`src/rtl/sec_tick_gen_if.sv`:
```
// Bundle between the timebase and the traffic-light controller/board pins.
// Raw board inputs flow in, strobe/blink/run status flow out.
interface sec_tick_gen_if;
    logic key_pause_n;
    logic sw_fast;
    logic sec;
    logic blink;
    logic running;

    modport master (
        output key_pause_n,
        output sw_fast,
        input  sec,
        input  blink,
        input  running
    );

    modport slave (
        input  key_pause_n,
        input  sw_fast,
        output sec,
        output blink,
        output running
    );
endinterface

```
`src/rtl/sec_tick_gen.sv`:
```
// Timebase for the traffic-light controller: sec strobe, blink square wave,
// debounced run/pause toggle and fast demo rate select.
module sec_tick_gen #(
    parameter int CLK_HZ     = 50_000_000,
    parameter int TICK_DIV   = CLK_HZ,
    parameter int FAST_DIV   = CLK_HZ / 10,
    parameter int DEB_CYCLES = 1_000_000
) (
    input  logic           clk,
    input  logic           rst,
    sec_tick_gen_if.slave  bus
);

    localparam int MAX_DIV = (TICK_DIV > FAST_DIV) ? TICK_DIV : FAST_DIV;
    localparam int CW      = (MAX_DIV > 2) ? $clog2(MAX_DIV) : 1;
    localparam int SW      = (DEB_CYCLES > 1) ? $clog2(DEB_CYCLES) : 1;

    localparam logic [CW-1:0] TICK_LAST = CW'(TICK_DIV - 1);
    localparam logic [CW-1:0] TICK_HALF = CW'(TICK_DIV / 2 - 1);
    localparam logic [CW-1:0] FAST_LAST = CW'(FAST_DIV - 1);
    localparam logic [CW-1:0] FAST_HALF = CW'(FAST_DIV / 2 - 1);
    localparam logic [SW-1:0] DEB_LAST  = SW'(DEB_CYCLES - 1);

    logic          key_s1_q, key_s1_d;
    logic          key_s2_q, key_s2_d;
    logic          sw_s1_q, sw_s1_d;
    logic          sw_s2_q, sw_s2_d;
    logic          sw_prev_q, sw_prev_d;
    logic          key_deb_q, key_deb_d;
    logic [SW-1:0] stab_q, stab_d;
    logic          running_q, running_d;
    logic [CW-1:0] cnt_q, cnt_d;
    logic          sec_q, sec_d;
    logic          blink_q, blink_d;

    logic          press;
    logic          mode_chg;
    logic [CW-1:0] div_last;
    logic [CW-1:0] div_half;

    always_comb begin
        key_s1_d  = bus.key_pause_n;
        key_s2_d  = key_s1_q;
        sw_s1_d   = bus.sw_fast;
        sw_s2_d   = sw_s1_q;
        sw_prev_d = sw_s2_q;
        key_deb_d = key_deb_q;
        stab_d    = '0;
        running_d = running_q;
        cnt_d     = cnt_q;
        sec_d     = 1'b0;
        blink_d   = blink_q;
        press     = 1'b0;
        mode_chg  = (sw_s2_q != sw_prev_q);
        div_last  = sw_s2_q ? FAST_LAST : TICK_LAST;
        div_half  = sw_s2_q ? FAST_HALF : TICK_HALF;

        if (key_s2_q != key_deb_q) begin
            if (stab_q == DEB_LAST) begin
                key_deb_d = key_s2_q;
                press     = ~key_s2_q;
            end else begin
                stab_d = stab_q + 1'b1;
            end
        end

        if (press) begin
            running_d = ~running_q;
        end

        // Prescaler decisions use the pre-toggle running value.
        if (mode_chg) begin
            cnt_d = '0;
        end else if (running_q) begin
            if (cnt_q == div_last) begin
                cnt_d   = '0;
                sec_d   = 1'b1;
                blink_d = ~blink_q;
            end else begin
                cnt_d = cnt_q + 1'b1;
                if (cnt_q == div_half) begin
                    blink_d = ~blink_q;
                end
            end
        end
    end

    always_ff @(posedge clk) begin
        if (!rst) begin
            key_s1_q  <= 1'b1;
            key_s2_q  <= 1'b1;
            sw_s1_q   <= 1'b0;
            sw_s2_q   <= 1'b0;
            sw_prev_q <= 1'b0;
            key_deb_q <= 1'b1;
            stab_q    <= '0;
            running_q <= 1'b1;
            cnt_q     <= '0;
            sec_q     <= 1'b0;
            blink_q   <= 1'b0;
        end else begin
            key_s1_q  <= key_s1_d;
            key_s2_q  <= key_s2_d;
            sw_s1_q   <= sw_s1_d;
            sw_s2_q   <= sw_s2_d;
            sw_prev_q <= sw_prev_d;
            key_deb_q <= key_deb_d;
            stab_q    <= stab_d;
            running_q <= running_d;
            cnt_q     <= cnt_d;
            sec_q     <= sec_d;
            blink_q   <= blink_d;
        end
    end

    assign bus.sec     = sec_q;
    assign bus.blink   = blink_q;
    assign bus.running = running_q;

endmodule

```
`src/flat_wrapper.sv`:
```
// flat-port wrapper written by rule: the top's interface ports become plain ports
module sec_tick_gen_flat 
#(
    parameter int CLK_HZ     = 50_000_000,
    parameter int TICK_DIV   = CLK_HZ,
    parameter int FAST_DIV   = CLK_HZ / 10,
    parameter int DEB_CYCLES = 1_000_000
)
  (clk, rst, bus_key_pause_n, bus_sw_fast, bus_sec, bus_blink, bus_running);
  sec_tick_gen_if bus_i ();
  input  logic clk;
  input  logic rst;
  input wire logic [$bits(bus_i.key_pause_n)-1:0] bus_key_pause_n;
  input wire logic [$bits(bus_i.sw_fast)-1:0] bus_sw_fast;
  output wire logic [$bits(bus_i.sec)-1:0] bus_sec;
  output wire logic [$bits(bus_i.blink)-1:0] bus_blink;
  output wire logic [$bits(bus_i.running)-1:0] bus_running;
  assign bus_i.key_pause_n = bus_key_pause_n;
  assign bus_i.sw_fast = bus_sw_fast;
  assign bus_sec = bus_i.sec;
  assign bus_blink = bus_i.blink;
  assign bus_running = bus_i.running;
  sec_tick_gen #(.CLK_HZ(CLK_HZ), .TICK_DIV(TICK_DIV), .FAST_DIV(FAST_DIV), .DEB_CYCLES(DEB_CYCLES)) u_core (.clk(clk), .rst(rst), .bus(bus_i));
endmodule
```
`config.mk`:
```
export PLATFORM = sky130hd
export DESIGN_NAME = sec_tick_gen_flat
export DESIGN_NICKNAME = d
export VERILOG_FILES = /design/src/rtl/sec_tick_gen_if.sv /design/src/rtl/sec_tick_gen.sv /design/src/flat_wrapper.sv
export SDC_FILE = /design/constraint.sdc
export NUM_CORES = 1
export LEC_CHECK = 0
export ABC_AREA = 1
export ABC_CLOCK_PERIOD_IN_PS = 4450
export CAP_MARGIN = 10
export CORE_MARGIN = 2
export CORE_UTILIZATION = 35
export CTS_BUF_LIST = sky130_fd_sc_hd__clkbuf_8
export CTS_CLUSTER_SIZE = 24
export DETAILED_ROUTE_END_ITERATION = 12
export DONT_BUFFER_PORTS = 1
export PLACE_DENSITY_LB_ADDON = 0.05
export SYNTH_ARGS = -nofsm -noshare
export SYNTH_HDL_FRONTEND = slang
export SYNTH_SLANG_ARGS = --single-unit
```
`constraint.sdc`:
```
create_clock -name clk -period 4.45 [get_ports clk]
set_input_delay 0.89 -clock clk [delete_from_list [all_inputs] [get_ports clk]]
set_output_delay 0.89 -clock clk [all_outputs]
set_load 0.1 [all_outputs]
```
## Word-level counts from Yosys, hierarchy flattened

Index checks and enable logic that the tools add are counted.

- Register bits: 55
- Bits of input ports: 4
- Word-level logic and storage cells: 38

- Add/subtract/negate cells: 2
- Equality and inequality tests: 5
- Muxes and demuxes: 8
- Bitwise logic cells: 6
- Reductions and logical operators: 6

Operator list:

| kind | number |
|---|---|
| 26-bit equality test | 2 |
| 26-bit two-way mux | 2 |
| 26-bit by 1-bit adder with 26-bit output (second input constant) | 1 |
| 25-bit two-way mux | 1 |
| 20-bit by 1-bit adder with 20-bit output (second input constant) | 1 |
| 20-bit equality test (second input constant) | 1 |
| 1-bit NOT | 6 |
| 3-bit OR reduction | 2 |
| 1-bit two-way mux | 5 |
| 3-bit AND reduction | 1 |
| 1-bit inequality test | 2 |
| 2-bit AND reduction | 1 |
| 2-bit nonzero test | 1 |
| 2-bit OR reduction | 1 |

## Depth between registers and ports, before layout

Gate-level depths: netlist (run 1).

- Depth after elaboration: 4
- Depth in mapped cells: 13
- Gate-level depth less buffers: 12

## Worst setup path before layout (run 1)

Ideal clock, no wire load.

- Kind: reg-to-reg
- Start: register u_core.running_q, in the netlist u_core.bus.running
- End: register u_core.cnt_q[23]
- Setup time: 115 ps
- Arrival time: 2015 ps
- Required time: 4335 ps
- Slack: 2320 ps
- Stages on the path, launching flop included: 9
- Buffers on the path: 1
- Clock period less this slack: 2130 ps
- Cell sequence: dfxtp_1 -> buf_4 -> inv_4 -> nor3_4 -> nand3_2 -> nor2_4 -> nand3_1 -> nor2_1 -> nor3_2

RTL lines:

| element | line | source |
|---|---|---|
| start, declared | sec_tick_gen.sv:31 | `logic running_q, running_d;` |
| start signal, assigned | sec_tick_gen.sv:109 | `running_q <= running_d;` |
| end signal, assigned | sec_tick_gen.sv:110 | `cnt_q <= cnt_d;` |
| end, declared | sec_tick_gen.sv:32 | `logic [CW-1:0] cnt_q, cnt_d;` |

## Final worst setup path (run 1)

- Start: register u_core.blink_q, in the netlist u_core.bus.blink
- End: output port bus_blink

RTL lines:

| element | line | source |
|---|---|---|
| start, declared | sec_tick_gen.sv:34 | `logic blink_q, blink_d;` |
| start signal, assigned | sec_tick_gen.sv:112 | `blink_q <= blink_d;` |
| end, declared | flat_wrapper.sv:16 | `output wire logic [$bits(bus_i.blink)-1:0] bus_blink;` |

No word-level cell between the ends.

==> flow_summary.json, run 1 <==
{
  "ant_nets": 0,
  "clock-root-buffer": "clkbuf_8",
  "fp.dieW_um": 98.1,
  "netlist_instances": 463,
  "timing.final.crit_share_pct": 49.7,
  "fin_setup_tns_ns": 0,
  "worstSetupEndpointType": "output port",
  "dp_slack_ns": 2.32,
  "clockBufferDepth": 2,
  "reg2reg_slack_ns": 2.29,
  "fillCellCount": 956,
  "grt_pass1_wl_mm": 12.9,
  "p_leak_nw": 1.21,
  "critPathLaunchType": "register",
  "rsz0062_at_grt": "no",
  "grtUsageTotal_pct": 16.5,
  "final_cell_mix": "nand2_1, nor2_1, inv_1",
  "critPathKind": "reg -> out",
  "wire_per_inst_um": 13.4,
  "cts_setup_buffers": 0,
  "cts_buffers": 5,
  "async_flop_share_pct": 0,
  "holdWs_ns": 0.432,
  "htreeDepth": 2,
  "cts_tree": "yes",
  "drtIter0Drc": 208,
  "netlist_area_um2": 3100,
  "grt_overflow": 0,
  "port_buffers": 0,
  "worst_pin_slew_ns": 1.01,
  "yosysSeqAreaShare_pct": 35.5,
  "grt_pass1_vias": 2548,
  "path_clk_slew_ns": 0.11,
  "synth_edf_count": 0,
  "max_freq_mhz": 452,
  "n_antenna_cell": 0,
  "syn_to_final_growth_pct": 5.73,
  "critPathMaxFanout": 3,
  "drv_cap": 0,
  "clock_latency_ns": 0.32,
  "status": "finished, final reports clean",
  "cp.required_ns": 3.56,
  "first_pass_iters": 5,
  "ioPinCount": 7,
  "antenna_found_initial": 0,
  "p_total_mw": 0.838,
  "drc": 0,
  "ys_types": 35,
  "avgSynthCellArea_um2": 6.70,
  "routed_wl_mm": 7.66,
  "syn_nets": 469,
  "synth_flop_cell": "dfxtp_1",
  "setup_viol": 0,
  "dieArea_um2": 9630,
  "cellPowerDensity_nw_per_um2": 255,
  "period_minus_slack_ns": 2.21,
  "clock_skew_ns": 0.00782,
  "design.core.area_um2": 8680,
  "worst_slack_ns": 2.24,
  "worstPathArrival_ns": 1.32,
  "drive_above_1_share_pct": 10.4,
  "worstHoldPathType": "reg -> reg",
  "num_rows": 34,
  "maxSlewHeadroom_pct": 32.9,
  "ir_drop_mv": 0.155,
  "vias": 2808,
  "avgViaCountPerCell": 4.92,
  "initial_core_util_pct": 35.7,
  "gp_congestion": 0.857,
  "finalHoldViolations": 0,
  "grt_start_max_net_pins": 22,
  "mostFrequentLayoutCell": "nand2_1",
  "synth-seq-cells": 55,
  "maxSlewViolCount": 0,
  "cts.sinks": 55,
  "dp_hpwl_mm": 5.93,
  "holdBufCountCts": 0,
  "ctsResizeCount": 0,
  "die_h_um": 98.1,
  "synth_warnings": 0,
  "nNetsFinal": 468
}
==> Yosys cell counts (4+ instances only) <==
library cell | count | share of area (%)
nand2_2 | 4 | 0.81
o21ai_0 | 9 | 1.5
nand4_1 | 10 | 2.0
inv_2 | 5 | 0.61
a21oi_1 | 15 | 2.4
or2_2 | 7 | 1.4
nor3_2 | 7 | 2.3
nand2_1 | 107 | 13
xor2_1 | 17 | 4.8
nand3_2 | 4 | 1.3
nor2_1 | 86 | 10
inv_1 | 56 | 6.8
dfxtp_1 | 55 | 35
nand3_1 | 32 | 5.2
nor3_1 | 13 | 2.1
==> report_power, final <==
group	total, mW	switching [mW]	leakage, nW	internal (mW)
Sequential	0.501	0.00429	0.444	0.497
Clock	0.314	0.194	0.0522	0.120
Combinational	0.0230	0.0165	0.716	0.00651
==> kinds of logic after synthesis <==
logic type / count (synthesis) / synth area share, %
compound gates: 30 / 5.45
xor+xnor: 20 / 5.65
fa+ha+maj: 2 / 0.807
buf+inv: 71 / 9.68
flops: 55 / 35.5
simple gates: 285 / 42.9
==> path summary, 6_finish.rpt <==
kind | startpoint | to | cells after the start
hold reg to reg | u_core.sw_s1_q$_SDFF_PN0_ | u_core.sw_prev_d$_SDFF_PN0_ | 2
setup / recovery | u_core.bus.blink$_SDFFE_PN0P_ | bus_blink | 0
hold / removal | u_core.sw_s1_q$_SDFF_PN0_ | u_core.sw_prev_d$_SDFF_PN0_ | 2
setup reg to reg | u_core.sw_prev_d$_SDFF_PN0_ | u_core.cnt_q[9]$_SDFFE_PP0P_ | 9
==> cell type report <==
class                           count  area [µm²]  share of cell area, %
Multi-Input combinational cell    337        1700                   51.9
Sequential cell                    55        1100                   33.6
Inverter                           62         235                   7.17
Tap cell                          108         135                   4.12
Clock buffer                        5        68.8                   2.10
Clock inverter                      3        31.3                  0.954
Timing Repair Buffer                1        7.51                  0.229
==> metrics by stage <==
| stage | utilization (%) | cell area (µm²) | instances |
|---|---|---|---|
| 2_1_floorplan | - | 3100 | 463 |
| 3_3_place_gp | 36.6 | 3180 | 563 |
| 3_5_place_dp | 36.6 | 3180 | 563 |
| 4_1_cts | 37.8 | 3280 | 571 |
| 5_1_grt | 37.8 | 3280 | 571 |
| 6_report | 37.8 | 3280 | 571 |
==> flip-flops by register name, indices dropped and copies added (netlist names) <==
register            count
u_core.cnt_q           26
u_core.stab_q          20
u_core.key_s2_q         1
u_core.bus.blink        1
u_core.sw_s1_q          1
u_core.sw_prev_d        1
u_core.sw_prev_q        1
u_core.bus.sec          1
u_core.key_deb_q        1
u_core.bus.running      1
u_core.key_s1_q         1
==> per-layer routing <==
| layer | track usage [%] | wire length [µm] |
|---|---|---|
| met3 | 3.15 | 486 |
| met2 | 24.2 | 3190 |
| met5 | 0 | 0 |
| met4 | 3.48 | 72 |
| met1 | 25.3 | 3910 |
(Power assumes the default switching activity.)
==> run 2: changes to the inputs <==
Settings changed: ABC_CLOCK_PERIOD_IN_PS 4450 to 2000.
Clock period 4.45 ns to 2 ns, I/O delays scaled along.
==> run 2 against run 1 <==
Effect of this change:
- register-to-register slack got worse by 2.2 ns
- cell count increased by 1.8%
- clock power rose by 110%
- critical path type is now reg -> reg
- critical endpoint is now u_core.cnt_q[11]$_SDFFE_PP0P_
- largest cell class unchanged
==> flow_summary.json, run 2 (synthesized netlist as in run 1, its figures left out) <==
{
  "ant_nets": 0,
  "dp_hpwl_mm": 6.15,
  "path_buf_inv": 1,
  "syn_to_final_growth_pct": 8.59,
  "holdBufCountCts": 0,
  "status": "finished, final reports clean",
  "period_minus_slack_ns": 1.87,
  "critical-path-slowest-cell": "dfxtp_1",
  "grt_start_max_net_pins": 21,
  "cp.required_ns": 2.20,
  "reg_top3": "u_core.cnt_q x26, u_core.stab_q x20",
  "gp_congestion": 0.823,
  "largest_reg_flops": 26,
  "nNetsFinal": 478,
  "clock_latency_ns": 0.31,
  "port_buffers": 0,
  "grt_overflow": 0,
  "use_met1_pct": 26.3,
  "fin_setup_tns_ns": 0,
  "timing.final.crit_share_pct": 93.3,
  "maxSlewHeadroom_pct": 76.6,
  "cts_tree": "yes",
  "num_rows": 34,
  "finalHoldViolations": 0,
  "maxSlewViolCount": 0,
  "grtUsageTotal_pct": 17.6,
  "met2_usage_pct": 27.3,
  "path_cells": "ha_1 -> nand2_1 -> nor3_1 -> nand2_1 -> nor2_1 -> nand3_2 -> nand2_2 -> buf_12 -> a211oi_2",
  "fp.dieW_um": 98.1,
  "critPathMaxFanout": 14,
  "finalNonFillerCells": 581,
  "max_freq_mhz": 536,
  "path_clk_slew_ns": 0.10,
  "drtIter0Drc": 227,
  "final_cell_mix": "nand2_1, nor2_1, inv_1",
  "grtUsageMet3_pct": 2.58,
  "critPathKind": "reg -> reg",
  "wire_per_inst_um": 13.6,
  "cellPowerDensity_nw_per_um2": 547,
  "p_leak_nw": 1.27,
  "worst_pin_slew_ns": 0.348,
  "ir_drop_mv": 0.299,
  "worstHoldPathType": "in -> reg",
  "ctsResizeCount": 0,
  "initial_core_util_pct": 35.7,
  "rsz0062_at_grt": "no",
  "cts.sinks": 55,
  "antenna_found_initial": 0,
  "slowest_delay_ns": 0.40,
  "drv_cap": 0,
  "busiest_layer": "met2",
  "htreeDepth": 2,
  "drive_above_1_share_pct": 12.3,
  "drc": 0,
  "first_pass_iters": 5,
  "cts_setup_buffers": 0,
  "top_register": "u_core.cnt_q",
  "setup_viol": 0,
  "crit_family": "simple AND/OR/NAND/NOR gates",
  "die_h_um": 98.1,
  "critPathLaunchType": "register",
  "clock_skew_ns": 0.0110,
  "grt_pass1_wl_mm": 13.8,
  "worstPathArrival_ns": 2.06,
  "clock-root-buffer": "clkbuf_8",
  "worstSetupPathDepth": 9,
  "place_inst": 573,
  "n_antenna_cell": 0,
  "ioPinCount": 7,
  "min_path_cells": 2,
  "routed_wl_mm": 7.88,
  "grt_pass1_vias": 2718,
  "avgViaCountPerCell": 4.89,
  "critPathMostFrequentCell": "nand2_1",
  "utilization_pct": 38.8,
  "clockBufferDepth": 2,
  "design.core.area_um2": 8680,
  "worstSetupEndpointType": "register",
  "mostFrequentLayoutCell": "nand2_1",
  "worstRegToRegCells": 9,
  "vias": 2843,
  "cts_buffers": 5,
  "dieArea_um2": 9630
}
==> run 2: power breakdown <==
group	internal [mW]	total, mW	switching [mW]
Combinational	0.0222	0.0651	0.0430
Sequential	1.10	1.11	0.00703
Clock	0.280	0.666	0.386
Total	1.41	1.84	0.436
==> run 2: worst register-to-register path, stage by stage (launching register included) <==
cell and delay (ns):
dfxtp_1 0.40, ha_1 0.20, nand2_1 0.09, nor3_1 0.25
nand2_1 0.09, nor2_1 0.13, nand3_2 0.13, nand2_2 0.24
buf_12 0.19, a211oi_2 0.05
==> run 2: final timing paths <==
path	start	endpoint	slack [ns]
hold reg to reg	u_core.sw_s1_q$_SDFF_PN0_	u_core.sw_prev_d$_SDFF_PN0_	0.43
setup reg to reg	u_core.cnt_q[0]$_SDFFE_PP0P_	u_core.cnt_q[11]$_SDFFE_PP0P_	0.13
setup / recovery	u_core.cnt_q[0]$_SDFFE_PP0P_	u_core.cnt_q[11]$_SDFFE_PP0P_	0.13
hold / removal	rst	u_core.sw_prev_q$_SDFF_PN0_	0.18
==> run 2: area by class of cell <==
cell class | instances | area [µm²]
fill | 974 | 5310
multi-input combinational | 337 | 1710
sequential | 55 | 1100
inverter | 62 | 235
tap | 108 | 135
timing repair buffer | 11 | 95.1
clock buffer | 6 | 82.6
clock inverter | 2 | 12.5
==> run 2: metrics by stage <==
stage | hold WS [ns] | setup WS (ns) | power, mW | area (µm²)
2_1_floorplan | 0.390 | 0.206 | 1.19 | 3100
3_3_place_gp | 0.405 | 0.150 | 1.20 | 3270
3_5_place_dp | 0.402 | 0.178 | 1.20 | 3270
4_1_cts | 0.175 | 0.160 | 1.87 | 3360
5_1_grt | 0.168 | 0.0677 | 1.92 | 3370
6_report | 0.182 | 0.134 | 1.84 | 3370
==> run 2: layer usage <==
metal  up-vias  wire, µm  part of all wire [%]
met3         9       336                   4.3
met5         -         0                     0
li1       1473         -                     -
met4         0       103                   1.3
met2        66      3350                    42
met1      1295      4090                    52
